### src/rtl/dac_atten_pkg.sv
// Shared types and helpers for the AD7528 attenuation-factor sequencer.
package dac_atten_pkg;

  typedef enum logic [1:0] {
    CH_LEFT_A  = 2'd0,
    CH_LEFT_B  = 2'd1,
    CH_RIGHT_A = 2'd2,
    CH_RIGHT_B = 2'd3
  } ch_e;

  typedef enum logic [2:0] {
    ST_IDLE,
    ST_SHIFT_LO,
    ST_SHIFT_HI,
    ST_SETUP,
    ST_STROBE,
    ST_GAP
  } state_e;

  function automatic logic is_a_side(input ch_e idx);
    return (idx == CH_LEFT_A) || (idx == CH_RIGHT_A);
  endfunction

  function automatic logic is_right(input ch_e idx);
    return (idx == CH_RIGHT_A) || (idx == CH_RIGHT_B);
  endfunction

endpackage

### src/rtl/dac_attenuation_sequencer_shifter.sv
// Serialises one captured factor byte MSB first, then strobes the selected DAC.
module dac_serial_shifter
  import dac_atten_pkg::*;
#(
  parameter int unsigned HALF_PERIOD = 4
) (
  input  logic       clk,
  input  logic       reset,
  input  logic       start,
  input  logic [7:0] byte_val,
  input  logic       sel_a,
  input  logic       right,
  output logic       done,
  output logic       datadac,
  output logic       clkdac,
  output logic       csdac1n,
  output logic       csdac2n
);

  localparam int unsigned PW = (HALF_PERIOD > 1) ? $clog2(HALF_PERIOD) : 1;
  localparam logic [PW-1:0] PH_LAST = PW'(HALF_PERIOD - 1);

  state_e        state;
  logic [PW-1:0] phase;
  logic [2:0]    bitn;
  logic [7:0]    shreg;
  logic          sel_a_q;
  logic          right_q;

  // Last cycle of GAP, so the owner can drop busy in the IDLE cycle that follows.
  assign done = (state == ST_GAP) && (phase == PH_LAST);

  always_ff @(posedge clk) begin
    if (reset) begin
      state   <= ST_IDLE;
      phase   <= '0;
      bitn    <= 3'd7;
      shreg   <= '0;
      sel_a_q <= 1'b0;
      right_q <= 1'b0;
      datadac <= 1'b0;
      clkdac  <= 1'b0;
      csdac1n <= 1'b1;
      csdac2n <= 1'b1;
    end else if (state == ST_IDLE) begin
      if (start) begin
        shreg   <= byte_val;
        sel_a_q <= sel_a;
        right_q <= right;
        bitn    <= 3'd7;
        phase   <= '0;
        state   <= ST_SHIFT_LO;
        clkdac  <= 1'b0;
        datadac <= byte_val[7];
      end
    end else if (phase != PH_LAST) begin
      phase <= phase + 1'b1;
    end else begin
      phase <= '0;
      case (state)
        ST_SHIFT_LO: begin
          clkdac <= 1'b1;
          state  <= ST_SHIFT_HI;
        end
        ST_SHIFT_HI: begin
          clkdac <= 1'b0;
          if (bitn == 3'd0) begin
            datadac <= sel_a_q;
            state   <= ST_SETUP;
          end else begin
            bitn    <= bitn - 3'd1;
            datadac <= shreg[bitn - 3'd1];
            state   <= ST_SHIFT_LO;
          end
        end
        ST_SETUP: begin
          csdac1n <= right_q;
          csdac2n <= ~right_q;
          state   <= ST_STROBE;
        end
        ST_STROBE: begin
          csdac1n <= 1'b1;
          csdac2n <= 1'b1;
          datadac <= 1'b0;
          state   <= ST_GAP;
        end
        default: state <= ST_IDLE;
      endcase
    end
  end

endmodule

### src/rtl/dac_attenuation_sequencer.sv
// Shadow registers, dirty flags and round-robin arbiter feeding the DAC shifter.
module dac_attenuation_sequencer
  import dac_atten_pkg::*;
#(
  parameter int unsigned HALF_PERIOD = 4,
  parameter logic [7:0]  DEFAULT_A   = 8'hFF,
  parameter logic [7:0]  DEFAULT_B   = 8'h00
) (
  input  logic       clk,
  input  logic       reset,
  input  logic       wr_en,
  input  logic [1:0] wr_sel,
  input  logic [7:0] wr_data,
  output logic       datadac,
  output logic       clkdac,
  output logic       csdac1n,
  output logic       csdac2n,
  output logic       busy,
  output logic [3:0] pending
);

  logic [7:0] shadow [4];
  ch_e        ptr;
  ch_e        sel;
  ch_e        cand;
  logic       found;
  logic       start;
  logic       done;

  always_comb begin
    sel   = CH_LEFT_A;
    cand  = CH_LEFT_A;
    found = 1'b0;
    for (int unsigned i = 1; i <= 4; i++) begin
      cand = ch_e'(ptr + 2'(i));
      if (!found && pending[cand]) begin
        sel   = cand;
        found = 1'b1;
      end
    end
  end

  assign start = ~busy & found;

  // The write is applied after the capture clear so a same-cycle write keeps the flag set.
  always_ff @(posedge clk) begin
    if (reset) begin
      shadow[CH_LEFT_A]  <= DEFAULT_A;
      shadow[CH_LEFT_B]  <= DEFAULT_B;
      shadow[CH_RIGHT_A] <= DEFAULT_A;
      shadow[CH_RIGHT_B] <= DEFAULT_B;
      pending <= 4'hF;
      ptr     <= CH_RIGHT_B;
      busy    <= 1'b0;
    end else begin
      if (start) begin
        pending[sel] <= 1'b0;
        ptr          <= sel;
        busy         <= 1'b1;
      end else if (done) begin
        busy <= 1'b0;
      end
      if (wr_en) begin
        shadow[wr_sel]  <= wr_data;
        pending[wr_sel] <= 1'b1;
      end
    end
  end

  dac_serial_shifter #(
    .HALF_PERIOD(HALF_PERIOD)
  ) u_shifter (
    .clk     (clk),
    .reset   (reset),
    .start   (start),
    .byte_val(shadow[sel]),
    .sel_a   (is_a_side(sel)),
    .right   (is_right(sel)),
    .done    (done),
    .datadac (datadac),
    .clkdac  (clkdac),
    .csdac1n (csdac1n),
    .csdac2n (csdac2n)
  );

endmodule
### config.mk
export PLATFORM = sky130hd
export DESIGN_NAME = dac_attenuation_sequencer
export DESIGN_NICKNAME = d
export VERILOG_FILES = /design/src/rtl/dac_atten_pkg.sv /design/src/rtl/dac_attenuation_sequencer_shifter.sv /design/src/rtl/dac_attenuation_sequencer.sv
export SDC_FILE = /design/constraint.sdc
export NUM_CORES = 1
export LEC_CHECK = 0
export CORE_MARGIN = 2
export CORE_UTILIZATION = 40
export DETAILED_ROUTE_END_ITERATION = 10
export DONT_BUFFER_PORTS = 1
export HOLD_SLACK_MARGIN = 0.15
export SYNTH_ARGS = -nofsm -noshare
export SYNTH_HDL_FRONTEND = slang
export SYNTH_HIERARCHICAL = 1
export SYNTH_SLANG_ARGS = --single-unit
### constraint.sdc
create_clock -name clk -period 1.9 [get_ports clk]
set_input_delay 0.38 -clock clk [delete_from_list [all_inputs] [get_ports clk]]
set_output_delay 0.38 -clock clk [all_outputs]
set_load 0.01 [all_outputs]
# After elaboration in Yosys (flattened, before gate mapping)
# Memory sizes are Yosys's and may differ from the RTL's.
# Index checks and enable logic that the tools add are counted.
[word_totals]
romBits = 0
mem_count = 1
elab_cells = 133
latchBits = 0
regBits = 29
ramBits = 32
[op_classes]
muxes = 59
n_eq_ne = 12
n_reduce_logical = 26
n_addsub = 5
order_cmp = 9
bitwise = 8
mul = 0
div = 0
n_shift = 0
[mem_list]
columns = ["memory", "words", "width", "read_ports", "rd_clocked_by_memory_dff", "write_ports", "line_no", "rtl"]
rows = [
  ["shadow", 4, 8, 1, 0, 4, "dac_attenuation_sequencer.sv:22", "logic [7:0] shadow [4];"],
]
[op_table]
columns = ["operator", "n"]
rows = [
  ["1-bit 2-to-1 mux", 26],
  ["3-bit 2-to-1 mux", 8],
  ["2-bit by 3-bit less-than comparator with 1-bit output (second input constant)", 6],
  ["2-bit 2-to-1 mux", 9],
  ["4-bit 2-to-1 mux", 3],
  ["3-bit case mux with 4 select lines", 1],
  ["3-bit AND reduction", 3],
  ["1-bit binary-select mux with 2-bit select", 4],
  ["8-bit 2-to-1 mux", 1],
  ["1-bit case mux with 2 select lines", 4],
  ["8-bit OR reduction", 1],
  ["2-bit equality test (second input constant)", 3],
  ["3-bit by 2-bit equality test with 1-bit output (second input constant)", 2],
  ["3-bit equality test (second input constant)", 2],
  ["1-bit logical AND", 6],
  ["3-bit logical NOT", 2],
  ["2-bit nonzero test", 3],
  ["3-bit nonzero test", 2],
  ["2-bit by 1-bit adder with 2-bit output (second input constant)", 2],
  ["2-bit adder (second input constant)", 2],
  ["4-bit AND", 1],
  ["1-bit demux with 2-bit select", 2],
  ["2-bit by 1-bit >= comparator with 1-bit output (second input constant)", 2],
  ["3-bit by 4-bit less-than comparator with 1-bit output (second input constant)", 1],
  ["14 further kinds", 23],
]

# Logic depth before layout (Yosys ltp)
[logic_depth]
depth_word = 23
depth_mapped = 8
ltp_nobuf = 7

# Hierarchy
# The synthesis kept the hierarchy.
[modules_own_cells]
columns = ["mod", "area_per_inst_um2", "cells_each", "n_inst"]
rows = [
  ["dac_attenuation_sequencer", 1960.6, 140, 1],
  ["dac_serial_shifter", 1073.5, 129, 1],
]

# Worst setup path after synthesis
# No wires, ideal clock.
[synth_timing]
path_type = "register to register"
from = "reg u_shifter.bitn[0]"
to = "reg u_shifter.datadac"
stages_incl_launch_ff = 8
period_less_slack_ns = 1.846
t_arrival_ns = 1.706
setup_slack_ns = 0.054
required_time_ns = 1.760
path_cell_list = "dfxtp_1 inv_1 ha_1 ha_1 mux4_2 and2_1 o41ai_2 a221oi_1"
[synth_between]
elab_chain_cells = 7
word_cells_on_any_way = 8
classes_between = "1 x add/sub; 6 x mux; 1 x reduce/logical"
[synth_rtl]
columns = ["item", "line_no", "rtl"]
rows = [
  ["start: declaration", "dac_attenuation_sequencer_shifter.sv:25", "logic [2:0] bitn;"],
  ["start signal: assignment", "dac_attenuation_sequencer_shifter.sv:71", "bitn <= bitn - 3'd1;"],
  ["3-bit by 1-bit subtractor with 3-bit output", "dac_attenuation_sequencer_shifter.sv:72", "datadac <= shreg[bitn - 3'd1];"],
  ["1-bit binary-select mux with 3-bit select", "dac_attenuation_sequencer_shifter.sv:72", ""],
  ["1-bit 2-to-1 mux (not written as such)", "dac_attenuation_sequencer_shifter.sv:72", ""],
  ["1-bit 2-to-1 mux (*)", "dac_attenuation_sequencer_shifter.sv:67", "if (bitn == 3'd0) begin"],
  ["1-bit case mux with 2 select lines (*)", "dac_attenuation_sequencer_shifter.sv:60", "case (state)"],
  ["1-bit 2-to-1 mux (*)", "dac_attenuation_sequencer_shifter.sv:56", "end else if (phase != PH_LAST) begin"],
  ["1-bit 2-to-1 mux (*)", "dac_attenuation_sequencer_shifter.sv:45", "end else if (state == ST_IDLE) begin"],
  ["end signal: assignment", "dac_attenuation_sequencer_shifter.sv:54", "datadac <= byte_val[7];"],
  ["end signal: assignment", "dac_attenuation_sequencer_shifter.sv:68", "datadac <= sel_a_q;"],
  ["end signal: assignment", "dac_attenuation_sequencer_shifter.sv:72", ""],
  ["end: declaration", "dac_attenuation_sequencer_shifter.sv:14", "output logic datadac,"],
]
# Every way passes the cells marked *; elsewhere a longest branch is shown, timed or not. The select of a mux whose other input is x is not followed.
# A chain may end at the register's enable or synchronous reset.

# Worst setup path after layout
[layout_timing]
from = "reg u_shifter.bitn[1]"
to = "reg u_shifter.datadac"
# Same word-level chain as after synthesis.

==> flow_summary.ini <==
[clock_tree]
h-tree-depth = 3
cts.clk_slew.worst_paths_ps = 80
numCtsBuffers = 9
cts.sinks = 61
clock_latency_ps = 340
clk_path_buf_depth = 2
root_buffer = clkbuf_8
cts_tree = done

[yosys]
synth-edff-count = 32
synth_ff_type = edfxtp_1
ys_ff_latch = 61
syn-cell-area_um2 = 3034
yosysUniqueCellTypes = 57
async_flop_share_pct = 0
syn_inst = 269
synth_nets = 285
ys_seq_area_share_pct = 50.80
synth_area_per_cell_um2 = 11.28
synth-warning-count = 6

[global_routing]
antenna_found_initial = 0
grt_pass1_wl_um = 9784
grt_max_degree = 25
grt_overflow_total = 0
gr-usage-all-layers_pct = 15.11
grt_pass1_vias = 1988

[detailed_routing]
ant_nets = 0
viasPerCell = 5.055
route.detailed.drc = 0
drt_iter0_drc = 90
wl_um = 5994
first_pass_iters = 4
wl_per_cell_um = 15.02
vias = 2017

[timing]
hold_viol = 0
maxSlewHeadroom_pct = 34.20
rsz0062_at_grt = true
fin_crit_sh_pct = 97.62
skew_ps = 13.69
fmax_mhz = 539.1
fin_crit_ps = 1855
finalSetupViolCount = 0
final_max_slew_viol_count = 0
tightest_slew_ps = 983.7

[finish]
instances_no_fill = 399
n_fill_cell = 685
diodes = 0
syn2layout_area_growth_pct = 19.46
fin_nets = 311
drive_gt1_share_pct = 26.00
final_core_util_pct = 49.71

[setup_path]
crit_buf_inv = 1
crit_arrival_ps = 2040
cp-start-kind = register
worstPathCellList = inv_1 -> ha_4 -> ha_4 -> mux4_2 -> and2_4 -> o41ai_4 -> a221oi_2
slowest_delay_ps = 350
path_class = register to register
worstReg2RegEnd = u_shifter/datadac
crit_path_end_kind = register
reg2reg_depth = 7
worstReg2RegStart = u_shifter/bitn[1]
crit_top_cell = ha_4
crit_required_ps = 2080
path_delay_family = adder cells
cp_max_fo = 4
slowest_stage = o41ai_4
r2r_setup_slack_ps = 50

[worst_hold_path]
hold_class = input pin to register
min_path_cells = 1
min-delay-start = wr_data[1]
holdPathEnd = shadow[2][1]

[pwr]
power_switching_w = 0.001090
internal_power_w = 0.002461
combPwrFrac_pct = 25.0
pwr-share-seq_pct = 45.4
powerDensity_nw_per_um2 = 979.5
p_leak_nw = 1.423
clockPowerShare_pct = 29.6
p_total_w = 0.003551
swShare_pct = 30.70
ir_worst_vdd_v = 0.0005692

[place]
dp_cells = 377
place_congestion = 0.7765
io_buffers = 0
hpwl_um = 4008

[floorplanning]
core_area_um2 = 7292
dieArea_um2 = 8298
std_cell_rows = 31
io_pins = 22
die_h_um = 91.10
die_w_um = 91.10
initial_core_util_pct = 41.61

[flow_run]
max_cap_viol_count = 0

[outcome]
outcome = finished, final reports clean
[kinds of logic after synthesis]
| family | synth area share (%) |
|---|---|
| simple gates | 19.01 |
| flops | 50.80 |
| compound gates | 14.89 |
| mux | 10.47 |
| buf+inv | 3.587 |
| fa+ha+maj | 1.237 |
[layer usage]
metal  wire length, um  vias up  track usage (%)  share of wire, %
li1                  -     1026                -                 -
met1              2819      955            19.47                47
met2              2865       30            24.07                48
met3               258        6            6.141               4.3
met4                50        0            3.030              0.83
met5                 0        -                0                 0
[cell usage after synthesis, types with 2 or more instances]
library cell | n | area [um^2]
buf_2 | 3 | 15.01
o21ai_1 | 2 | 10.01
o2bb2ai_1 | 2 | 17.52
nand2_1 | 22 | 82.58
dfxtp_1 | 29 | 580.6
a211o_1 | 4 | 35.03
o41ai_2 | 3 | 48.80
edfxtp_1 | 32 | 960.9
nor2b_1 | 2 | 12.51
nor3_1 | 3 | 15.01
a21o_1 | 5 | 37.54
and2_1 | 21 | 131.4
buf_6 | 3 | 33.78
nand3_1 | 2 | 10.01
inv_1 | 10 | 37.54
nor2_1 | 9 | 33.78
ha_1 | 3 | 37.54
clkbuf_1 | 5 | 18.77
and3b_1 | 2 | 17.52
a21oi_1 | 21 | 105.1
a211oi_1 | 3 | 22.52
mux2i_1 | 27 | 270.3
nand2b_1 | 22 | 137.6
[registers in the layout (all words and copies together) (netlist names)]
name,flops
ptr,2
u_shifter/datadac,1
busy,1
pending,4
u_shifter/bitn,3
u_shifter/right_q,1
u_shifter/csdac2n,1
u_shifter/clkdac,1
u_shifter/state,3
shadow,32
u_shifter/phase,2
u_shifter/shreg,8
u_shifter/sel_a_q,1
u_shifter/csdac1n,1
[cells in the final DEF (no fill, tap or decap), drive strengths merged, types with 2 or more instances in the layout]
cell type,synthesis,layout
edfxtp,32,32
nand3,2,2
o21bai,2,2
nor3,4,4
nand2,22,22
a2bb2oi,2,2
a21o,6,6
o2bb2ai,3,3
clkinvlp,0,2
a21oi,22,22
ha,3,3
mux2i,28,28
nor2,10,10
dlygate4sd3,0,2
nand2b,23,23
clkinv,0,2
inv,11,14
a211oi,3,3
a211o,4,4
buf,6,24
a31oi,2,2
o21ai,3,3
clkbuf,5,9
nand3b,2,2
dfxtp,29,29
and3b,2,2
o41ai,3,3
nor2b,3,3
and2,21,21
[power by group through the flow]
stage	clock (W)	combinational (W)	sequential, W
after global placement	0	0.000780	0.00162
after detailed placement	0	0.000780	0.00163
final	0.00105	0.000886	0.00161
after global routing	0.00114	0.000962	0.00163
after floorplan	0	0.000591	0.00162
after CTS	0.00107	0.000795	0.00160
[stage by stage]
stage          TNS, ps  hold slack [ps]  area, um^2  setup WS [ps]
6_report             0            210.6        3625          45.19
5_1_grt         -34.90            188.2        3625         -34.90
4_1_cts              0            202.1        3455          5.281
3_5_place_dp         0            441.4        3253          71.65
3_3_place_gp         0            437.2        3253          101.1
2_1_floorplan        0            433.1        3034          54.01
[cell type report]
class / count / area [um^2] / area share (%)
clock buffer: 9 / 123.9 / 3.417
multi-input combinational: 186 / 1494 / 41.21
tap: 99 / 123.9 / 3.417
timing repair buffer: 26 / 232.7 / 6.420
inverter: 11 / 41.29 / 1.139
sequential: 61 / 1551 / 42.80
clock inverter: 7 / 57.56 / 1.588
[worst max path at each step]
stage	from	to	slack, ps	cells past startpoint
3_5_place_dp	u_shifter/bitn[0]	u_shifter/datadac	70	7
4_1_cts	u_shifter/bitn[0]	u_shifter/datadac	5	7
3_3_place_gp	ptr[1]	u_shifter/shreg[1]	100	8
2_1_floorplan	u_shifter/bitn[0]	u_shifter/datadac	50	7
6_report	u_shifter/bitn[1]	u_shifter/datadac	50	7
5_1_grt	u_shifter/bitn[1]	u_shifter/datadac	-30	7
[repair_timing]
item                                    4_1_cts  5_1_grt
endpoints found under the hold margin        24        0
resized for setup                             0       29
hold buffers                                  2        0
buffers inserted                              0        4
endpoints found under the setup margin        0        9
Note: power is estimated with default switching activity, not from simulation.
